### src/rtl/dmem_port_pkg.sv
`default_nettype none
// ============================================================================
// Module      : dmem_port_pkg
// Description : Shared definitions for the memory-stage data-memory port.
//               Access size codes (funct3[1:0]) and FSM state encodings.
// Revision    : 1.0 - initial release
// ============================================================================
package dmem_port_pkg;

  localparam logic [1:0] SZ_BYTE = 2'b00;
  localparam logic [1:0] SZ_HALF = 2'b01;
  localparam logic [1:0] SZ_WORD = 2'b10;

  typedef enum logic [1:0] {
    ST_IDLE = 2'd0,
    ST_REQ  = 2'd1,
    ST_DONE = 2'd2
  } dmem_state_e;

endpackage : dmem_port_pkg
`default_nettype wire

### src/rtl/dmem_port_store_align.sv
`default_nettype none
// ============================================================================
// Module      : store_align
// Description : Combinational byte-lane steering for stores.
//               size + addr[1:0] + LSB-aligned data -> byte enables and
//               lane-replicated write data. Size 2'b11 behaves as word.
// Ports       : size[1:0]  in  access size code
//               addr[1:0]  in  byte offset within the word
//               wd[31:0]   in  LSB-aligned store data
//               be[3:0]    out byte enables
//               wdata[31:0] out replicated write data
//               misaligned out (only with DMEM_MISALIGN_TRAP_EN) half at odd
//                          offset or word at non-zero offset
// Config      : DMEM_MISALIGN_TRAP_EN adds the misaligned output.
// Revision    : 1.0 - initial release
// ============================================================================
module store_align
  import dmem_port_pkg::*;
(
  input  logic [1:0]  size,
  input  logic [1:0]  addr,
  input  logic [31:0] wd,
  output logic [3:0]  be,
  output logic [31:0] wdata
`ifdef DMEM_MISALIGN_TRAP_EN
  ,
  output logic        misaligned
`endif
);

  always_comb begin
    be    = 4'b1111;
    wdata = wd;
    unique case (size)
      SZ_BYTE: begin
        be    = 4'b0001 << addr;
        wdata = {4{wd[7:0]}};
      end
      SZ_HALF: begin
        // Halfword lane chosen by addr[1] only; addr[0] never shifts it.
        be    = 4'b0011 << {addr[1], 1'b0};
        wdata = {2{wd[15:0]}};
      end
      default: begin
        be    = 4'b1111;
        wdata = wd;
      end
    endcase
  end

`ifdef DMEM_MISALIGN_TRAP_EN
  always_comb begin
    misaligned = 1'b0;
    if (size == SZ_HALF)
      misaligned = addr[0];
    else if (size != SZ_BYTE)
      misaligned = (addr != 2'b00);
  end
`endif

endmodule : store_align
`default_nettype wire

### src/rtl/dmem_port.sv
`default_nettype none
// ============================================================================
// Module      : dmem_port
// Description : Memory-stage data-memory access unit. Launches one req/ack
//               bus transfer per M-stage load/store, stalls the pipeline while
//               it is in flight, and returns the raw aligned read word.
// Ports       : clk, reset (sync, active-high)
//               MemReadM, MemWriteM, InstrM_2b[1:0], ALUResultM[31:0],
//               WriteDataM[31:0]                  - M-stage inputs
//               MemDataM[31:0], StallMem          - to datapath
//               bus_req, bus_we, bus_addr[31:0], bus_wdata[31:0], bus_be[3:0],
//               bus_ack, bus_rdata[31:0]          - data bus
//               bus_timeout                       - abort pulse
//               misalign_err (DMEM_MISALIGN_TRAP_EN only)
// Config      : DMEM_MISALIGN_TRAP_EN - trap misaligned half/word accesses
//               instead of issuing them to the bus.
// Revision    : 1.0 - initial release
// ============================================================================
module dmem_port
  import dmem_port_pkg::*;
#(
  parameter int TIMEOUT_CYCLES = 16
) (
  input  logic        clk,
  input  logic        reset,
  input  logic        MemReadM,
  input  logic        MemWriteM,
  input  logic [1:0]  InstrM_2b,
  input  logic [31:0] ALUResultM,
  input  logic [31:0] WriteDataM,
  output logic [31:0] MemDataM,
  output logic        StallMem,
  output logic        bus_req,
  output logic        bus_we,
  output logic [31:0] bus_addr,
  output logic [31:0] bus_wdata,
  output logic [3:0]  bus_be,
  input  logic        bus_ack,
  input  logic [31:0] bus_rdata,
  output logic        bus_timeout
`ifdef DMEM_MISALIGN_TRAP_EN
  ,
  output logic        misalign_err
`endif
);

  localparam int         CW      = $clog2(TIMEOUT_CYCLES);
  localparam logic [CW-1:0] CNT_LAST = CW'(TIMEOUT_CYCLES - 1);

  dmem_state_e   state_q, state_d;
  logic [CW-1:0] cnt_q, cnt_d;
  logic          we_q, we_d;
  logic [3:0]    be_q, be_d;
  logic [31:0]   addr_q, addr_d;
  logic [31:0]   wdata_q, wdata_d;
  logic [31:0]   mem_data_q, mem_data_d;
  logic          timeout_q, timeout_d;

  logic [3:0]    align_be;
  logic [31:0]   align_wdata;
  logic          access;

`ifdef DMEM_MISALIGN_TRAP_EN
  logic          align_mis;
`endif

  store_align u_store_align (
    .size       (InstrM_2b),
    .addr       (ALUResultM[1:0]),
    .wd         (WriteDataM),
    .be         (align_be),
    .wdata      (align_wdata)
`ifdef DMEM_MISALIGN_TRAP_EN
    ,
    .misaligned (align_mis)
`endif
  );

  assign access = MemReadM | MemWriteM;

  always_comb begin
    state_d    = state_q;
    cnt_d      = cnt_q;
    we_d       = we_q;
    be_d       = be_q;
    addr_d     = addr_q;
    wdata_d    = wdata_q;
    mem_data_d = mem_data_q;
    timeout_d  = 1'b0;
    StallMem   = 1'b0;
`ifdef DMEM_MISALIGN_TRAP_EN
    misalign_err = 1'b0;
`endif

    unique case (state_q)
      ST_IDLE: begin
        if (access) begin
          StallMem = 1'b1;
          cnt_d    = '0;
`ifdef DMEM_MISALIGN_TRAP_EN
          if (align_mis) begin
            misalign_err = 1'b1;
            state_d      = ST_DONE;
          end else
`endif
          begin
            state_d = ST_REQ;
            // Read+write together is a write; reads always fetch the whole word.
            we_d    = MemWriteM;
            be_d    = MemWriteM ? align_be : 4'b1111;
            addr_d  = {ALUResultM[31:2], 2'b00};
            wdata_d = align_wdata;
          end
        end
      end

      ST_REQ: begin
        StallMem = 1'b1;
        // Ack is checked first so a last-cycle ack beats the timeout.
        if (bus_ack) begin
          if (!we_q)
            mem_data_d = bus_rdata;
          state_d = ST_DONE;
          cnt_d   = '0;
        end else if (cnt_q == CNT_LAST) begin
          mem_data_d = '0;
          timeout_d  = 1'b1;
          state_d    = ST_DONE;
          cnt_d      = '0;
        end else begin
          cnt_d = cnt_q + CW'(1);
        end
      end

      ST_DONE: begin
        // Pipeline advances at this edge; M-stage inputs still show the
        // finished access, so they are deliberately not sampled here.
        state_d = ST_IDLE;
      end

      default: begin
        state_d = ST_IDLE;
      end
    endcase
  end

  always_ff @(posedge clk) begin
    if (reset) begin
      state_q    <= ST_IDLE;
      cnt_q      <= '0;
      we_q       <= 1'b0;
      be_q       <= 4'b0000;
      addr_q     <= '0;
      wdata_q    <= '0;
      mem_data_q <= '0;
      timeout_q  <= 1'b0;
    end else begin
      state_q    <= state_d;
      cnt_q      <= cnt_d;
      we_q       <= we_d;
      be_q       <= be_d;
      addr_q     <= addr_d;
      wdata_q    <= wdata_d;
      mem_data_q <= mem_data_d;
      timeout_q  <= timeout_d;
    end
  end

  assign bus_req     = (state_q == ST_REQ);
  assign bus_we      = we_q;
  assign bus_be      = be_q;
  assign bus_addr    = addr_q;
  assign bus_wdata   = wdata_q;
  assign MemDataM    = mem_data_q;
  assign bus_timeout = timeout_q;

endmodule : dmem_port
`default_nettype wire

### config.mk
export PLATFORM = sky130hd
export DESIGN_NAME = dmem_port
export DESIGN_NICKNAME = d
export VERILOG_FILES = /design/src/rtl/dmem_port_pkg.sv /design/src/rtl/dmem_port_store_align.sv /design/src/rtl/dmem_port.sv
export SDC_FILE = /design/constraint.sdc
export NUM_CORES = 1
export LEC_CHECK = 0
export CORE_UTILIZATION = 35
export CTS_CLUSTER_DIAMETER = 100
export CTS_CLUSTER_SIZE = 14
export DETAILED_ROUTE_END_ITERATION = 16
export DONT_BUFFER_PORTS = 1
export GPL_TIMING_DRIVEN = 0
export SYNTH_ARGS = -nofsm -noshare
export SYNTH_HDL_FRONTEND = slang
export SYNTH_SLANG_ARGS = --single-unit
### constraint.sdc
create_clock -name clk -period 1.6 [get_ports clk]
set_input_delay 0.32 -clock clk [delete_from_list [all_inputs] [get_ports clk]]
set_output_delay 0.32 -clock clk [all_outputs]
set_load 0.02 [all_outputs]
* Yosys cells after proc, flatten, opt, wreduce, memory -nomap -nowiden
Cells that the tools add are included.
** Operators by class
- Add/subtract/negate cells :: 1
- $mul :: 0
- Div/mod/pow operators :: 0
- Order comparisons :: 0
- Equality and inequality tests :: 6
- Shifts and indexed selects :: 2
- Multiplexer cells :: 17
- Bitwise gates (word level) :: 2
- Reductions and logical operators :: 9
** Operator list (count)
- $mux W32 :: 3
- $pmux W32 S2 :: 1
- $mux W4 :: 4
- $pmux W4 S2 :: 2
- $mux W2 :: 3
- $reduce_and A2 Y1 :: 3
- $add A4 B1 Y4 const B :: 1
- $eq A2 B1 Y1 const B :: 2
- $eq A4 B4 Y1 const B :: 1
- $logic_not A2 Y1 :: 2
- $ne A2 B2 Y1 const B :: 2
- $pmux W2 S2 :: 1
- $reduce_bool A2 Y1 :: 2
- $shl A1 B2 Y4 const A :: 1
- $shl A2 B2 Y4 const A :: 1
- $ne A3 B1 Y1 const B :: 1
- $reduce_and A3 Y1 :: 1
- $reduce_or A3 Y1 :: 1
- $mux W1 :: 2
- $pmux W1 S2 :: 1
- $not A1 Y1 :: 1
- $or A1 B1 Y1 :: 1
** Word-level totals
- Register bits :: 106
- Bits in latches :: 0
- Memory bits (writable) :: 0
- Bits in read-only memories :: 0
- Input port bits :: 103
- Output and inout port bits :: 104
- Word-level logic and storage cells :: 45
- Memories kept :: 0

* Logic depth before layout (Yosys ltp)
- Word-level depth :: 4
- Gate-level depth with buffers :: 5
- Depth with buffers taken out :: 4

* By module
Synthesis repeated with hierarchy kept, for this count alone.
** Second synthesis, totals
- Cell total of the unflattened synthesis :: 556
- Area total of the unflattened synthesis :: 4636.9 sq um
** By module, submodules not included
- dmem_port :: instances 1, cells an instance 496, area an instance 4112.7 sq um, seq. area each 2122.0 sq um
- store_align :: instances 1, cells an instance 60, area an instance 524.3 sq um, seq. area each 0.0 sq um

* Worst setup path after synthesis
No wires, ideal clock.
- Path kind :: reg2reg
- From :: register cnt_q[0]
- To :: register mem_data_q[0], in the netlist MemDataM[0]
- Library setup time :: 0.059 ns
- Arrival :: 1.322 ns
- Required time :: 1.541 ns
- Setup slack :: 0.219 ns
- Cell stages (with the launch flop) :: 6
- Buffers on the path :: 1
- Clock period less this slack :: 1.381 ns
- Cell sequence :: dfxtp_1 > ha_1 > a31o_2 > a31oi_4 > buf_6 > a22o_1
** On the way
- Cells in the longest elaborated chain, start to end :: 3
** RTL lines
- start: declaration :: line dmem_port.sv:51 : logic [CW-1:0] cnt_q, cnt_d;
- start signal: assignment :: line dmem_port.sv:159 : cnt_q <= cnt_d;
- $eq A4 B4 Y1 :: line dmem_port.sv:125 : end else if (cnt_q == CNT_LAST) begin
- $reduce_bool A2 Y1 (no line)
- $reduce_and A3 Y1 (no line)
- end signal: assignment :: line dmem_port.sv:164 : mem_data_q <= mem_data_d;
- end: declaration :: line dmem_port.sv:56 : logic [31:0] mem_data_q, mem_data_d;
Every way passes these cells.
A chain may end at the register's enable or synchronous reset.

* Worst setup path in the final report
- From :: register state_q[1]
- To :: register addr_q[25], in the netlist bus_addr[25]
** On the way
- Cells in the longest elaborated chain, start to end :: 2
** RTL lines
- start: declaration :: line dmem_port.sv:50 : dmem_state_e state_q, state_d;
- start signal: assignment :: line dmem_port.sv:158 : state_q <= state_d;
- $logic_not A2 Y1 :: line dmem_port.sv:95 : unique case (state_q)
- $reduce_and A2 Y1 (no line)
- end signal: assignment :: line dmem_port.sv:162 : addr_q <= addr_d;
- end: declaration :: line dmem_port.sv:54 : logic [31:0] addr_q, addr_d;
Every way passes these cells.

==> results.ini <==
[yosys]
synth_mux_area_frac=0.0399
ys_warn_count=0
syn_avg_cell_area_um2=9.45
synth-compound-area-share=0.285
seq_area_frac_synth=0.498
syn-instance-count=451
synthAdderAreaFrac=0.00294
netlist_area_um2=4260
async_reset_ff_frac=0
synth_edf_count=0
synth_top_area_cell=dfxtp_1
synthSimpleGateAreaFrac=0.109
synth_xor_area_frac=0
synth.area.top_cells=dfxtp_1, a21oi_1, a22o_1, o21ai_0, nand3_1
ys.flop_type=dfxtp_1
synth_top_cell_area_share=0.498
synth.distinct_cells=45
synth_top_family_by_area=compound AO/OA/AOI/OAI gates
synth-seq-cells=106

[run_status]
status=finished clean

[layout]
area_delta_synth_final_pct=11.9
fill_cells=1121
design_area_um2=4770
seqCellArea_um2=2120
antenna_cells=0
multi_input_area_um2=1890
drive_gt1_frac=0.151
fin_util=0.409
finalNonFillerCells=614
nets=570

[place]
pre_cts_ws_ns=-0.187
dp.cells=595
post-dp-hpwl_um=9290
gp_congestion=0.785
io_buffers=0
dpl_cell_area_um2=4450

[die]
die_h_um=112
core_um2=11700
io_pins=207
start_util=0.366
die_w_um=112
rows=39
dieArea_um2=12600

[pwr]
swShare=0.301
ir_drop_mv=0.701
p_sw_mw=1.82
combPwrFrac=0.119
leakage_nw=1.73
power_density_nw_per_um2=1270
p_int_mw=4.22
power_frac_seq=0.534
clkPwrFrac=0.348

[sta]
setup_ws_ns=0.118
fin_crit_sh=0.926
period_needed_ns=1.48
rsz0062_at_grt=false
max_freq_mhz=675
final_hold_viol_count=0
tightest_slew_ns=0.545
final-setup-viol-count=0
drv_slew=0
relSlewSlack=0.636
skew_ns=0.00680

[grt]
grt_max_degree=18
grt_usage=0.196
grt_pass1_wl_um=18900
grt_pass1_vias=3420
grt-ovfl-total=0
antenna_found_initial=0

[min_path]
hold_path.class=in -> reg

[worst_setup_path]
worst_ep_arrival_time_ns=1.69
cp-start-kind=flop
worstSetupStartpoint=state_q[1]
crit_buf_inv=2
cp_top_family=flip-flops
crit_path_end_kind=flop
max_stage_delay_ns=0.38
timing.rr.start=state_q[1]
reg2reg_slack_ns=0.12
worstPathRequired_ns=1.81
crit_chain=or2_4 -> buf_4 -> clkbuf_2 -> o21ai_0 -> a21oi_1
r2r_cells=5
cp.depth=5
crit_type=reg -> reg
worstSetupEndpoint=bus_addr[25]
crit_path_top_delay_cell=dfxtp_2
timing.rr.end=bus_addr[25]
cp_max_fo=10

[flow_run]
cap_violations=0

[clocking]
cts_root_buffer=clkbuf_16
htreeDepth=3
clock_path_buffers=2
cts.sinks=106
cts_tree=done
numCtsBuffers=9
clk-insertion-delay-late_ns=0.35
cts_hold_buf=0
clk_pin_slew_ns=0.07

[route]
wl_per_cell_um=20.5
drt-initial-drc-count=246
routed_wl_um=12600
via_count=3559
drc=0
dr.pass1.iters=4
via_per_inst=5.80
antenna_left=0

[layout by cell type (no fill, tap or decap), types with 3 or more instances in the layout]
cell type,instances
o21a_1,3
a21oi_1,70
a211oi_1,8
nand3_1,40
buf_6,6
a22o_1,32
a311oi_1,9
buf_4,7
nor2_1,5
buf_2,17
dfxtp_1,104
o21ai_1,3
o2111ai_1,8
nand2_1,11
mux2i_1,8
mux2_2,8
nand2b_1,9
clkbuf_1,15
buf_1,3
clkbuf_16,9
o21ai_0,56
[per-stage QoR]
step / hold slack (ns) / power (mW) / TNS [ns]
3_3_place_gp: 0.405 / 3.97 / -0.235
5_1_grt: 0.0241 / 6.35 / 0
2_1_floorplan: 0.399 / 3.79 / 0
4_1_cts: 0.0206 / 6.11 / -0.233
3_5_place_dp: 0.405 / 4.00 / -0.310
6_report: 0.0418 / 6.05 / 0
[kinds of logic after synthesis]
group	count (synthesis)
flip-flops	106
multiplexers	16
AO/OA/AOI/OAI	195
buffers and inverters	50
other	1
AND/OR/NAND/NOR	82
adder cells (fa/ha/maj)	1
[sequential cells by signal (all words and copies together), names as in the netlist]
register     count
MemDataM        32
bus_wdata       32
bus_addr        30
bus_be           4
cnt_q            4
state_q          2
bus_timeout      1
bus_we           1
[how the worst min path moves through the flow]
stage,startpoint,end,slack [ns],depth (start not counted)
after floorplan,bus_ack,bus_timeout,0.40,1
after global placement,bus_ack,bus_timeout,0.40,1
after detailed placement,bus_ack,bus_timeout,0.40,1
after CTS,bus_ack,bus_timeout,0.02,1
after global routing,bus_ack,bus_timeout,0.02,1
final,bus_ack,bus_timeout,0.04,1
[timing repair]
action                                  CTS  global route
resized for setup                         0             6
endpoints found under the setup margin    3            39
pin swaps                                 0             2
buffers inserted                          0             3
[Yosys cell counts (all sizes together) (2+ instances only)]
cell type  instances
clkbuf            17
a31oi              2
or2                2
a21oi             70
nor3               2
mux2               8
o2111ai            8
nor4b              2
nand3             40
o21a               3
nand2b            10
nor2               7
mux2i              8
nand2             11
buf               30
a311oi             9
a211oi             8
dfxtp            106
o21ai             59
nor3b              2
inv                3
a22o              32
nand3b             2
[final cells by class]
cell class | count | share of cell area
flip-flops and latches | 106 | 0.446
multi-input cells | 296 | 0.396
plain buffers | 47 | 0.0546
clock buffers | 10 | 0.0501
well taps | 143 | 0.0375
clock inverters | 6 | 0.00892
repair buffers | 3 | 0.00472
inverters | 3 | 0.00289
[power by group through the flow]
stage          sequential (mW)  combinational [mW]  clock, mW
2_1_floorplan             3.23               0.560          0
3_3_place_gp              3.28               0.689          0
3_5_place_dp              3.29               0.712          0
4_1_cts                   3.23               0.713       2.18
5_1_grt                   3.25               0.806       2.30
6_report                  3.23               0.717       2.10
[layer usage]
| layer | GRT usage | routed length (µm) |
|---|---|---|
| met5 | 0 | 0 |
| met4 | 0.0444 | 72 |
| met3 | 0.0923 | 1330 |
| met2 | 0.338 | 6100 |
| met1 | 0.219 | 5050 |
[worst reg2reg max path, cell delays in order (launching register included)]
cell and delay [ns]:
dfxtp_2 0.38, or2_4 0.30, buf_4 0.18, clkbuf_2 0.19
o21ai_0 0.20, a21oi_1 0.10
Power figures use the tool's default switching activity.
